## config.mk

```make
export PLATFORM = sky130hd
export DESIGN_NAME = exec_run_monitor
export DESIGN_NICKNAME = d
export VERILOG_FILES = /design/src/rtl/exec_run_monitor.sv
export SDC_FILE = /design/constraint.sdc
export NUM_CORES = 1
export LEC_CHECK = 0
export CAP_MARGIN = 20
export CELL_PAD_IN_SITES_DETAIL_PLACEMENT = 2
export CELL_PAD_IN_SITES_GLOBAL_PLACEMENT = 2
export CORE_ASPECT_RATIO = 1.75
export CORE_MARGIN = 8
export CORE_UTILIZATION = 27
export DETAILED_ROUTE_END_ITERATION = 10
export PLACE_DENSITY_LB_ADDON = 0.1
export REMOVE_ABC_BUFFERS = 1
export SETUP_SLACK_MARGIN = 0.05
export SYNTH_ARGS = -nofsm -noshare
export SYNTH_HDL_FRONTEND = slang
export SYNTH_SLANG_ARGS = --single-unit
```

## constraint.sdc

```tcl
create_clock -name CLK -period 2.2 [get_ports CLK]
set_input_delay 0.44 -clock CLK [delete_from_list [all_inputs] [get_ports CLK]]
set_output_delay 0.44 -clock CLK [all_outputs]
set_load 0.01 [all_outputs]
```

## src/rtl/exec_run_monitor.sv

```systemverilog
// ============================================================================
// Module      : exec_run_monitor
// Description : Run controller and watchdog for the mRisc core/memory pair.
//               It gates the core clock-enable, counts cycles, fetches and
//               pipeline stages, and drains then freezes on the halt opcode.
//               Define TRACE_FIFO_EN to build the memory-write trace FIFO.
// Revision    : 1.0 - initial release
// ============================================================================
`default_nettype none

module exec_run_monitor #(
    parameter int          DW          = 8,
    parameter int          AW          = 8,
    parameter int          IW          = 16,
    parameter int unsigned HALT_OP     = 'h2fff,
    parameter int          DRAIN_CYC   = 4,
    parameter int          NSTAGES     = 4,
    parameter int          CW          = 32,
    parameter int unsigned MAX_CYC     = 0,
    parameter int          TRACE_DEPTH = 8
) (
    input  logic             CLK,
    input  logic             Reset,
    input  logic             Start,
    input  logic [IW-1:0]    RI,
    input  logic             RIValid,
    input  logic             EscMem,
    input  logic [AW-1:0]    Endereco,
    input  logic [DW-1:0]    ValorEscrito,
    input  logic [AW-1:0]    WatchAddr,
    output logic             Run,
    output logic             Halted,
    output logic             Timeout,
    output logic [7:0]       StageCnt,
    output logic [CW-1:0]    CycleCnt,
    output logic [CW-1:0]    InstrCnt,
    output logic             WatchHit,
    output logic [DW-1:0]    WatchData,
    input  logic             TrRd,
    output logic [AW+DW-1:0] TrData,
    output logic             TrEmpty,
    output logic             TrOvf
);

    localparam int            c_dcw        = (DRAIN_CYC > 1) ? $clog2(DRAIN_CYC) : 1;
    localparam logic [c_dcw-1:0] c_drain_ld = c_dcw'((DRAIN_CYC > 0) ? DRAIN_CYC - 1 : 0);
    localparam logic [CW-1:0] c_max_m1     = CW'((MAX_CYC > 0) ? MAX_CYC - 1 : 0);
    localparam logic [IW-1:0] c_halt_op    = IW'(HALT_OP);
    localparam logic [7:0]    c_nstages    = 8'(NSTAGES);
    localparam logic [CW-1:0] c_cnt_max    = {CW{1'b1}};

    typedef enum logic [1:0] {
        S_IDLE  = 2'd0,
        S_RUN   = 2'd1,
        S_DRAIN = 2'd2,
        S_DONE  = 2'd3
    } state_t;

    state_t             r_state;
    state_t             w_state_nxt;
    logic [c_dcw-1:0]   r_drain;
    logic [c_dcw-1:0]   w_drain_nxt;
    logic               w_start_run;
    logic               w_set_halted;
    logic               w_set_timeout;
    logic               w_run;
    logic               w_halt_fetch;
    logic               w_wdog;

    logic               r_halted;
    logic               r_timeout;
    logic [7:0]         r_stage;
    logic [CW-1:0]      r_cycle;
    logic [CW-1:0]      r_instr;
    logic               r_watch_hit;
    logic [DW-1:0]      r_watch_data;

    assign w_run        = (r_state == S_RUN) || (r_state == S_DRAIN);
    assign w_halt_fetch = RIValid && (RI == c_halt_op);
    assign w_wdog       = (MAX_CYC != 0) && (r_cycle == c_max_m1);

    always_ff @(posedge CLK) begin
        if (Reset) begin
            r_state <= S_IDLE;
            r_drain <= '0;
        end else begin
            r_state <= w_state_nxt;
            r_drain <= w_drain_nxt;
        end
    end

    // A halt fetch in the watchdog's final cycle takes the drain path.
    always_comb begin
        w_state_nxt   = r_state;
        w_drain_nxt   = r_drain;
        w_start_run   = 1'b0;
        w_set_halted  = 1'b0;
        w_set_timeout = 1'b0;
        case (r_state)
            S_IDLE, S_DONE: begin
                if (Start) begin
                    w_state_nxt = S_RUN;
                    w_start_run = 1'b1;
                end
            end
            S_RUN: begin
                if (w_halt_fetch) begin
                    if (DRAIN_CYC == 0) begin
                        w_state_nxt  = S_DONE;
                        w_set_halted = 1'b1;
                    end else begin
                        w_state_nxt = S_DRAIN;
                        w_drain_nxt = c_drain_ld;
                    end
                end else if (w_wdog) begin
                    w_state_nxt   = S_DONE;
                    w_set_timeout = 1'b1;
                end
            end
            S_DRAIN: begin
                if (r_drain == '0) begin
                    w_state_nxt  = S_DONE;
                    w_set_halted = 1'b1;
                end else begin
                    w_drain_nxt = r_drain - c_dcw'(1);
                end
            end
            default: w_state_nxt = S_IDLE;
        endcase
    end

    always_ff @(posedge CLK) begin
        if (Reset || w_start_run) begin
            r_halted  <= 1'b0;
            r_timeout <= 1'b0;
            r_stage   <= 8'd1;
            r_cycle   <= '0;
            r_instr   <= '0;
        end else begin
            if (w_set_halted) begin
                r_halted <= 1'b1;
            end
            if (w_set_timeout) begin
                r_timeout <= 1'b1;
            end
            if (w_run) begin
                r_stage <= (r_stage == c_nstages) ? 8'd1 : r_stage + 8'd1;
                if (r_cycle != c_cnt_max) begin
                    r_cycle <= r_cycle + CW'(1);
                end
            end
            // Fetches during drain belong to the squashed tail, not the run.
            if ((r_state == S_RUN) && RIValid && (r_instr != c_cnt_max)) begin
                r_instr <= r_instr + CW'(1);
            end
        end
    end

    always_ff @(posedge CLK) begin
        if (Reset) begin
            r_watch_hit  <= 1'b0;
            r_watch_data <= '0;
        end else begin
            if (w_start_run) begin
                r_watch_hit <= 1'b0;
            end else if (w_run && EscMem && (Endereco == WatchAddr)) begin
                r_watch_hit  <= 1'b1;
                r_watch_data <= ValorEscrito;
            end
        end
    end

    assign Run       = w_run;
    assign Halted    = r_halted;
    assign Timeout   = r_timeout;
    assign StageCnt  = r_stage;
    assign CycleCnt  = r_cycle;
    assign InstrCnt  = r_instr;
    assign WatchHit  = r_watch_hit;
    assign WatchData = r_watch_data;

`ifdef TRACE_FIFO_EN
    localparam int              c_pw    = $clog2(TRACE_DEPTH);
    localparam logic [c_pw:0]   c_depth = (c_pw + 1)'(TRACE_DEPTH);

    logic [AW+DW-1:0] r_mem [TRACE_DEPTH];
    logic [c_pw-1:0]  r_wr;
    logic [c_pw-1:0]  r_rd;
    logic [c_pw:0]    r_cnt;
    logic             r_ovf;
    logic             w_push;
    logic             w_pop;
    logic             w_full;
    logic             w_push_ok;

    assign w_push    = w_run && EscMem;
    assign w_full    = (r_cnt == c_depth);
    assign w_pop     = TrRd && (r_cnt != '0);
    // A pop in the same cycle frees the slot, so a full FIFO still accepts.
    assign w_push_ok = w_push && (!w_full || w_pop);

    always_ff @(posedge CLK) begin
        if (w_push_ok) begin
            r_mem[r_wr] <= {Endereco, ValorEscrito};
        end
    end

    always_ff @(posedge CLK) begin
        if (Reset || w_start_run) begin
            r_wr  <= '0;
            r_rd  <= '0;
            r_cnt <= '0;
            r_ovf <= 1'b0;
        end else begin
            if (w_push_ok) begin
                r_wr <= r_wr + c_pw'(1);
            end
            if (w_pop) begin
                r_rd <= r_rd + c_pw'(1);
            end
            if (w_push_ok && !w_pop) begin
                r_cnt <= r_cnt + (c_pw + 1)'(1);
            end else if (w_pop && !w_push_ok) begin
                r_cnt <= r_cnt - (c_pw + 1)'(1);
            end
            if (w_push && !w_push_ok) begin
                r_ovf <= 1'b1;
            end
        end
    end

    assign TrData  = (r_cnt == '0) ? '0 : r_mem[r_rd];
    assign TrEmpty = (r_cnt == '0);
    assign TrOvf   = r_ovf;
`else
    localparam int c_unused_depth = TRACE_DEPTH;
    logic          w_unused_trrd;

    assign w_unused_trrd = TrRd;
    assign TrData        = '0;
    assign TrEmpty       = 1'b1;
    assign TrOvf         = 1'b0;
`endif

endmodule

`default_nettype wire
```

[Word level (Yosys, flattened, before mapping)]
Index checks and enable logic that the tools add are counted.
Storage, ports and cells
  memories kept: 0
  RAM bits: 0
  input port bits: 46
  memory bits (read-only): 0
  flip-flop bits (word level): 86
  bits in latches: 0
  output and inout bits: 102
  logic and storage cells: 53
Operators by class
  bitwise logic cells: 1
  divide/modulo/power cells: 0
  equal/unequal tests: 12
  magnitude comparators: 0
  multiplexer cells: 12
  reduce and logical (&&, ||, !) cells: 16
  add/sub/neg operators: 4
  multipliers: 0
  shift operators: 0
Operator list (number)
  $add 32x1->32 const B: 2
  $ne 32x32->1 const B: 2
  $eq 16x14->1 const B: 1
  $mux 2: 5
  $add 8x1->8 const B: 1
  $eq 8x3->1 const B: 1
  $eq 8x8->1: 1
  $mux 8: 1
  $ne 2x2->1 const B: 3
  $pmux 2 s3: 1
  $reduce_and 3->1: 2
  $logic_and 1x1->1: 5
  $eq 2x2->1 const B: 2
  $logic_not 2->1: 2
  $mux 1: 4
  $pmux 2 s2: 1
  $reduce_and 2->1: 2
  $reduce_or 2->1: 2
  $eq 2x1->1 const B: 1
  $logic_or 1x1->1: 2
  $ne 2x1->1 const B: 1
  $reduce_bool 2->1: 1
  $sub 2x1->2 const B: 1
  $not 1->1: 1

[Longest topological paths before layout]
Gate-level depths: netlist of the first run.
  word-level depth: 5
  gate-level depth with buffers: 9

[Worst setup path after synthesis of the first run]
Ideal clock, no wire load.
  kind: register to register
  from: reg r_instr[0], in the netlist InstrCnt[0]
  to: reg r_instr[28], in the netlist InstrCnt[28]
  slack: 0.151 ns
  path buffers: 1
  arrival: 1.933 ns
  clock period less this slack: 2.049 ns
  cell stages (with the launch flop): 8
  cell sequence: dfxtp_1 -> ha_1 -> nand4_1 -> or4_1 -> buf_2 -> nor4_4 -> a21oi_1 -> a31o_2
Between the ends
  longest elaborated chain between the ends: 2
Ends and longest elaborated chain
  start: declaration: line 74  | logic [CW-1:0] r_instr;
  start signal: assignment: line 154  | r_instr <= r_instr + CW'(1);
  parallel branches: the longest is 2 deep, another holds $add 32x1->32
Several ways; the timed one is not identified.
A chain may end at the register's enable or synchronous reset.

[Worst setup path in the final report of the first run]
  from: reg r_instr[29], in the netlist InstrCnt[29]
  to: reg r_instr[27], in the netlist InstrCnt[27]
Between the ends
  longest elaborated chain between the ends: 2
Ends and longest elaborated chain
  $ne 32x32->1: line 153  | if ((r_state == S_RUN) && RIValid && (r_instr != c_cnt_max)) begin
  $logic_and 1x1->1: line 153
No other way between the ends.

==> results of run 1 <==
layer usage:
metal / wire length (µm) / vias up / track usage
li1: - / 2322 / -
met1: 6290 / 2386 / 0.1558
met2: 10980 / 86 / 0.3525
met3: 823 / 14 / 0.04019
met4: 231 / 0 / 0.04779
met5: 0 / - / 0
how the worst max path moves through the flow:
stage	start	to	slack (ps)	cells past startpoint
after floorplan	r_state[0]$_SDFFE_PP0P_	CycleCnt[2]$_SDFFE_PP0P_	-400	5
after global placement	RIValid	InstrCnt[23]$_SDFFE_PP0P_	-90	6
after detailed placement	RIValid	InstrCnt[31]$_SDFFE_PP0P_	-130	6
after CTS	CycleCnt[26]$_SDFFE_PP0P_	CycleCnt[1]$_SDFFE_PP0P_	70	5
after global routing	CycleCnt[14]$_SDFFE_PP0P_	CycleCnt[19]$_SDFFE_PP0P_	10	7
final	InstrCnt[29]$_SDFFE_PP0P_	InstrCnt[27]$_SDFFE_PP0P_	150	5
what timing repair did:
item,4_1_cts,5_1_grt
cloned,0,0
endpoints found under the setup margin,6,33
pin swaps,0,5
setup buffers,0,3
resized for setup,4,9
cell usage in the layout (no fill, tap or decap), types with 5 or more instances in the layout:
cell type	count
or4_1	7
a41o_1	5
buf_4	67
nor2_1	66
o31ai_1	6
or3_1	17
a31oi_1	5
xor2_1	9
nand2_1	39
and3_1	7
nand4_1	24
conb_1	19
nor3_1	6
clkbuf_16	9
clkdlybuf4s50_1	126
xnor2_1	31
and4_1	9
mux2i_1	10
inv_1	14
a31o_2	6
ha_1	5
a211oi_1	12
nand3_1	26
nor4_2	5
a21oi_2	8
o21ai_0	15
dfxtp_1	85
a21oi_1	33
critical path: stages (launching register included):
cell and delay [ps]:
dfxtp_1 440, nand4_1 270, or4_4 660, o211a_4 310, a31oi_1 180, a41o_1 130
where the power goes:
group / switching [mW] / total [mW] / internal, mW
Sequential: 0.0685 / 1.70 / 1.63
Clock: 0.673 / 1.56 / 0.887
Combinational: 0.744 / 1.33 / 0.587
Total: 1.49 / 4.59 / 3.11
stage by stage:
stage	instance area [µm²]	utilization	power [mW]	TNS (ps)
final	6934	0.4111	4.591	0
after global routing	6934	0.4111	4.855	0
after CTS	6882	0.4080	4.621	0
after detailed placement	6568	0.3893	3.001	-574.7
after global placement	6568	0.3893	2.923	-207.5
after floorplan	4471	-	2.329	-17840
final cells by class:
type	instances	area, µm²
Fill cell	1950	9935
Multi-Input combinational cell	425	2743
Timing Repair Buffer	197	1833
Sequential cell	86	1723
Tap cell	227	284.0
Clock buffer	10	229.0
Clock inverter	6	67.56
Inverter	14	52.55
Antenna cell	1	2.502
state kept, by name (all words and copies together) (netlist names):
| signal | cells |
|---|---|
| WatchData | 8 |
| InstrCnt | 32 |
| r_drain | 2 |
| Halted | 1 |
| CycleCnt | 32 |
| WatchHit | 1 |
| r_state | 2 |
| StageCnt | 8 |
logic make-up (layout without fill, tap and decap cells):
logic type / after synthesis / after routing / synth area share
AO/OA/AOI/OAI: 110 / 110 / 0.1637
XOR/XNOR: 40 / 40 / 0.07551
adder cells (fa/ha/maj): 7 / 7 / 0.01888
buffers and inverters: 51 / 227 / 0.06149
flip-flops: 86 / 86 / 0.3711
multiplexers: 10 / 10 / 0.02158
other: 2 / 20 / 0.001619
AND/OR/NAND/NOR: 239 / 239 / 0.2861
==> results.toml, run 1 <==
[cts]
cts_max_path_buffers = 2
hold_buffers = 0
cts-root-buf = "clkbuf_16"
cts_tree = "yes"
cts_sinks = 86
clk_pin_slew_ps = 70
cts_made_buffers = 9
insertion_delay_ps = 350
h-tree-depth = 3

[flow_run]
maxCapViolations = 0

[floorplanning]
die_h_um = 189.4
design.core.area_um2 = 16870
pin_count = 148
dieArea_um2 = 21800
die_x_um = 115.1
start_util = 0.2750
rows = 63

[synth]
synth_flop_cell = "dfxtp_1"
syn_area_um2 = 4639
synth_top_cell_area_share = 0.3711
synth_common_cells = "dfxtp_1 (86), nor2_1 (67), nand2_1 (39), a21oi_1 (33), xnor2_1 (31)"
synth_edf_count = 0
yosysWarnings = 0
synthArstFlopShare = 0
synth_top_area_cell = "dfxtp_1"
synth-seq-cells = 86
synth_most_common_cell = "dfxtp_1"
synth-seq-area-share = 0.3711
ys_types = 55
avgSynthCellArea_um2 = 8.513
synth.area.top_cells = "dfxtp_1 (37%), xnor2_1 (5.9%), nor2_1 (5.4%)"
synth_cells = 545

[power_and_ir_drop]
vdd_drop_max_uv = 329.2
powerDensity_nw_per_um2 = 662.1
leakage_nw = 2.405

[worst_setup_path]
r2r_cells = 5
reg2reg_to = "InstrCnt[27]$_SDFFE_PP0P_"
worst_setup_path_start_kind = "flop"
reg2reg_slack_ps = 150
path_class = "flop to flop"
arrival_ps = 2330
reg2reg_from = "InstrCnt[29]$_SDFFE_PP0P_"
cp.required_ps = 2490
critPathMaxFanout = 7
endpoint_kind = "flop"

[min_path]
hold_class = "flop to flop"
holdPathStages = 2
hold_end = "WatchHit$_SDFFE_PP0P_"
min_from = "WatchHit$_SDFFE_PP0P_"

[final_layout]
drive_above_1_share = 0.1734
fin_cells = 966
finish.net_count = 786
area_delta_synth_final_pct = 49.46

[sta]
period_needed_ps = 2046
hold_violations = 0
setup_viol = 0
worst_slack_ps = 153.9
whs_ps = 496.5
fin_skew_ps = 8.484
rsz0062_at_grt = "no"
max_freq_mhz = 488.7
fin_crit_sh = 0.9300
maxSlewViolCount = 0

[placed_design]
dp_cells = 947
place.port_buffers = 127
dp_hpwl_um = 14730
pre_cts_ws_ps = -134.2
gp_congestion = 0.7772

[global_route]
track_usage = 0.1711
antenna_found_initial = 1
grt_pass1_wl_um = 29370
overflow = 0
grt_pass1_vias = 5594
grt_max_degree = 31

[routing]
antenna_left = 0
wl_per_cell_um = 18.97
firstDrtPassIters = 3
viasPerCell = 4.977
drtIter0Drc = 100
drt_wl_total_um = 18330
vias = 4808
drc = 0

[run_status]
status = "completed"
Power figures use the tool's default switching activity.
==> run 2: changes to the inputs <==
--- a/config.mk
+++ b/config.mk
@@ -5,13 +5,15 @@
 export SDC_FILE = /design/constraint.sdc
 export NUM_CORES = 1
 export LEC_CHECK = 0
+export ABC_AREA = 1
 export CAP_MARGIN = 20
 export CELL_PAD_IN_SITES_DETAIL_PLACEMENT = 2
 export CELL_PAD_IN_SITES_GLOBAL_PLACEMENT = 2
 export CORE_ASPECT_RATIO = 1.75
 export CORE_MARGIN = 8
-export CORE_UTILIZATION = 27
+export CORE_UTILIZATION = 25
 export DETAILED_ROUTE_END_ITERATION = 10
+export HOLD_SLACK_MARGIN = 0.06
 export PLACE_DENSITY_LB_ADDON = 0.1
 export REMOVE_ABC_BUFFERS = 1
 export SETUP_SLACK_MARGIN = 0.05
==> results.toml, run 2 <==
[cts]
clk_pin_slew_ps = 60
cts_made_buffers = 9
insertion_delay_ps = 360
cts_max_path_buffers = 2
hold_buffers = 0
cts-root-buf = "clkbuf_16"
post_cts_buffers = 0
h-tree-depth = 3
cts_sinks = 86
cts_tree = "yes"

[final_layout]
fillers = 2725
drive_above_1_share = 0.1033
fin_cells = 1332
fin_area_um2 = 7508
finish.net_count = 1084
final_common_cell = "nand2_1"
antenna_cells = 0
layout_common_cells = "nand2_1 (303), nor2_1 (162), clkdlybuf4s50_1 (126)"
area_delta_synth_final_pct = 36.60
postLayoutCoreUtil = 0.3430

[power_and_ir_drop]
p_seq_frac = 0.352
leakage_nw = 2.735
powerDensity_nw_per_um2 = 649.6
power.total_mw = 4.878
pwr-share-comb = 0.345
p_clk_frac = 0.303
swShare = 0.3840
internal_power_mw = 3.005
vdd_drop_max_uv = 344.4
p_switching_mw = 1.873

[synth]
synth_top_cell_area_share = 0.3132
synth_cells = 877
yosysWarnings = 0
syn_area_um2 = 5497
synth.area.top_cells = "dfxtp_1 (31%), nand2_1 (21%), nor2_1 (11%)"
synth_top_area_cell = "dfxtp_1"
synthArstFlopShare = 0
synth_common_cells = "nand2_1 (303), nor2_1 (164), dfxtp_1 (86), inv_1 (68), a21oi_1 (37)"
ys_types = 30
synth-seq-cells = 86
synth-seq-area-share = 0.3132
synth_most_common_cell = "nand2_1"
synth_flop_cell = "dfxtp_1"
avgSynthCellArea_um2 = 6.267
synth_edf_count = 0

[worst_setup_path]
reg2reg_from = "CycleCnt[0]$_SDFFE_PP0P_"
r2r_cells = 10
setup.worst_path.start = "CycleCnt[0]$_SDFFE_PP0P_"
reg2reg_to = "CycleCnt[7]$_SDFFE_PP0P_"
critPathMaxFanout = 21
reg2reg_slack_ps = 210
cpLargestDelayFamily = "simple AND/OR/NAND/NOR gates"
endpoint_kind = "flop"
cp_slowest_cell = "dfxtp_1"
cp_cell_sequence = "ha_1 -> inv_1 -> nor2_4 -> nand2_4 -> nor2_4 -> nand2_4 -> nand2_4 -> buf_12 -> nand2_1 -> a21oi_2"
path_class = "flop to flop"
arrival_ps = 2280
worstPathBufferInverterCount = 2
cpPeakStageDelay_ps = 410
cpMostUsedCell = "nand2_4"
cp.required_ps = 2490
worst_setup_path_start_kind = "flop"

[min_path]
holdPathStages = 2
hold_end = "WatchHit$_SDFFE_PP0P_"
min_from = "WatchHit$_SDFFE_PP0P_"
hold_class = "flop to flop"

[sta]
max_freq_mhz = 503.1
fin_crit_sh = 0.9035
hold_violations = 0
setup_viol = 0
period_needed_ps = 1988
maxSlewViolCount = 0
fin_skew_ps = 8.071
worst_slack_ps = 212.4
rsz0062_at_grt = "no"

[flow_run]
maxCapViolations = 0

[routing]
wl_per_cell_um = 16.84
drc = 0
drtIter0Drc = 110
drt_wl_total_um = 22430
viasPerCell = 4.507
firstDrtPassIters = 4
antenna_left = 0
vias = 6003

[run_status]
status = "completed"

[global_route]
overflow = 0
grt_max_degree = 39
grt_pass1_wl_um = 35220
antenna_found_initial = 0
grt_pass1_vias = 6589
track_usage = 0.1694

[placed_design]
pre_cts_ws_ps = 2.115
dp_hpwl_um = 18440
place.port_buffers = 127
post_dp_cell_area_um2 = 7229
dp_cells = 1316
gp_congestion = 0.7915

[floorplanning]
die_h_um = 212.2
dieArea_um2 = 27170
pin_count = 148
rows = 72
start_util = 0.2511
design.core.area_um2 = 21890
die_x_um = 128.1
==> run 2: metal layers <==
| metal | share of wire | global-route usage | vias to the layer above |
|---|---|---|---|
| met2 | 0.59 | 0.3551 | 88 |
| met4 | 0.020 | 0.05771 | 0 |
| met3 | 0.030 | 0.02637 | 20 |
| met1 | 0.36 | 0.1568 | 2897 |
| met5 | 0 | 0 | - |
| li1 | - | - | 2998 |
==> run 2: worst max path at each step <==
stage                                end  slack, ps  cells after the start
2_1_floorplan   StageCnt[7]$_SDFFE_PP0N_        -50                      7
3_3_place_gp     r_drain[0]$_SDFFE_PP0P_         40                     10
3_5_place_dp   CycleCnt[21]$_SDFFE_PP0P_          2                     10
4_1_cts        CycleCnt[21]$_SDFFE_PP0P_        130                     10
5_1_grt         CycleCnt[3]$_SDFFE_PP0P_         60                     10
6_report        CycleCnt[7]$_SDFFE_PP0P_        210                     10
==> run 2: stage by stage <==
stage	hold WS, ps	setup TNS (ps)
final	471.4	0
after global routing	510.5	0
after CTS	477.9	0
after detailed placement	463.0	0
after global placement	449.9	0
after floorplan	450.8	-81.34
==> run 2: cell type report <==
class                           instances  area, µm²  share of cell area
Tap cell                              296      370.4             0.04933
Sequential cell                        86       1722              0.2293
Clock inverter                          6      38.79            0.005166
Clock buffer                           10      229.0             0.03049
Multi-Input combinational cell        700       3299              0.4394
Timing Repair Buffer                  163       1578              0.2101
Inverter                               71      271.5             0.03616
==> run 2: power by group through the flow <==
stage	clock network [mW]	logic, mW	registers, mW
floorplan	0	0.804	1.76
global placement	0	1.71	1.75
detailed placement	0	1.72	1.76
CTS	1.56	1.73	1.72
global route	1.60	1.88	1.73
finish	1.48	1.68	1.72
==> run 2: what timing repair did <==
item,CTS,global route
setup endpoints to repair,7,10
gates resized for setup,2,4
pin swaps,0,0
==> run 2: kinds of logic after synthesis <==
| kind of cell | share of synthesized area |
|---|---|
| other | 0.001366 |
| flip-flops | 0.3132 |
| AND/OR/NAND/NOR | 0.4387 |
| buffers and inverters | 0.09947 |
| XOR/XNOR | 0.05258 |
| AO/OA/AOI/OAI | 0.07876 |
| adder cells (fa/ha/maj) | 0.01593 |
==> run 2: tightest hold or removal path: stages, from the launching register on <==
cell     delay [ps]
dfxtp_1         330
nor2_1           50
nor2_1           70
==> run 3: changes to the inputs <==
--- a/config.mk
+++ b/config.mk
@@ -17,6 +17,8 @@
 export PLACE_DENSITY_LB_ADDON = 0.1
 export REMOVE_ABC_BUFFERS = 1
 export SETUP_SLACK_MARGIN = 0.05
+export SKIP_LAST_GASP = 1
+export SLEW_MARGIN = 10
 export SYNTH_ARGS = -nofsm -noshare
 export SYNTH_HDL_FRONTEND = slang
 export SYNTH_SLANG_ARGS = --single-unit
==> results of run 3 <==
Same layout as run 2: the final DEF is identical, and so are final timing and power.
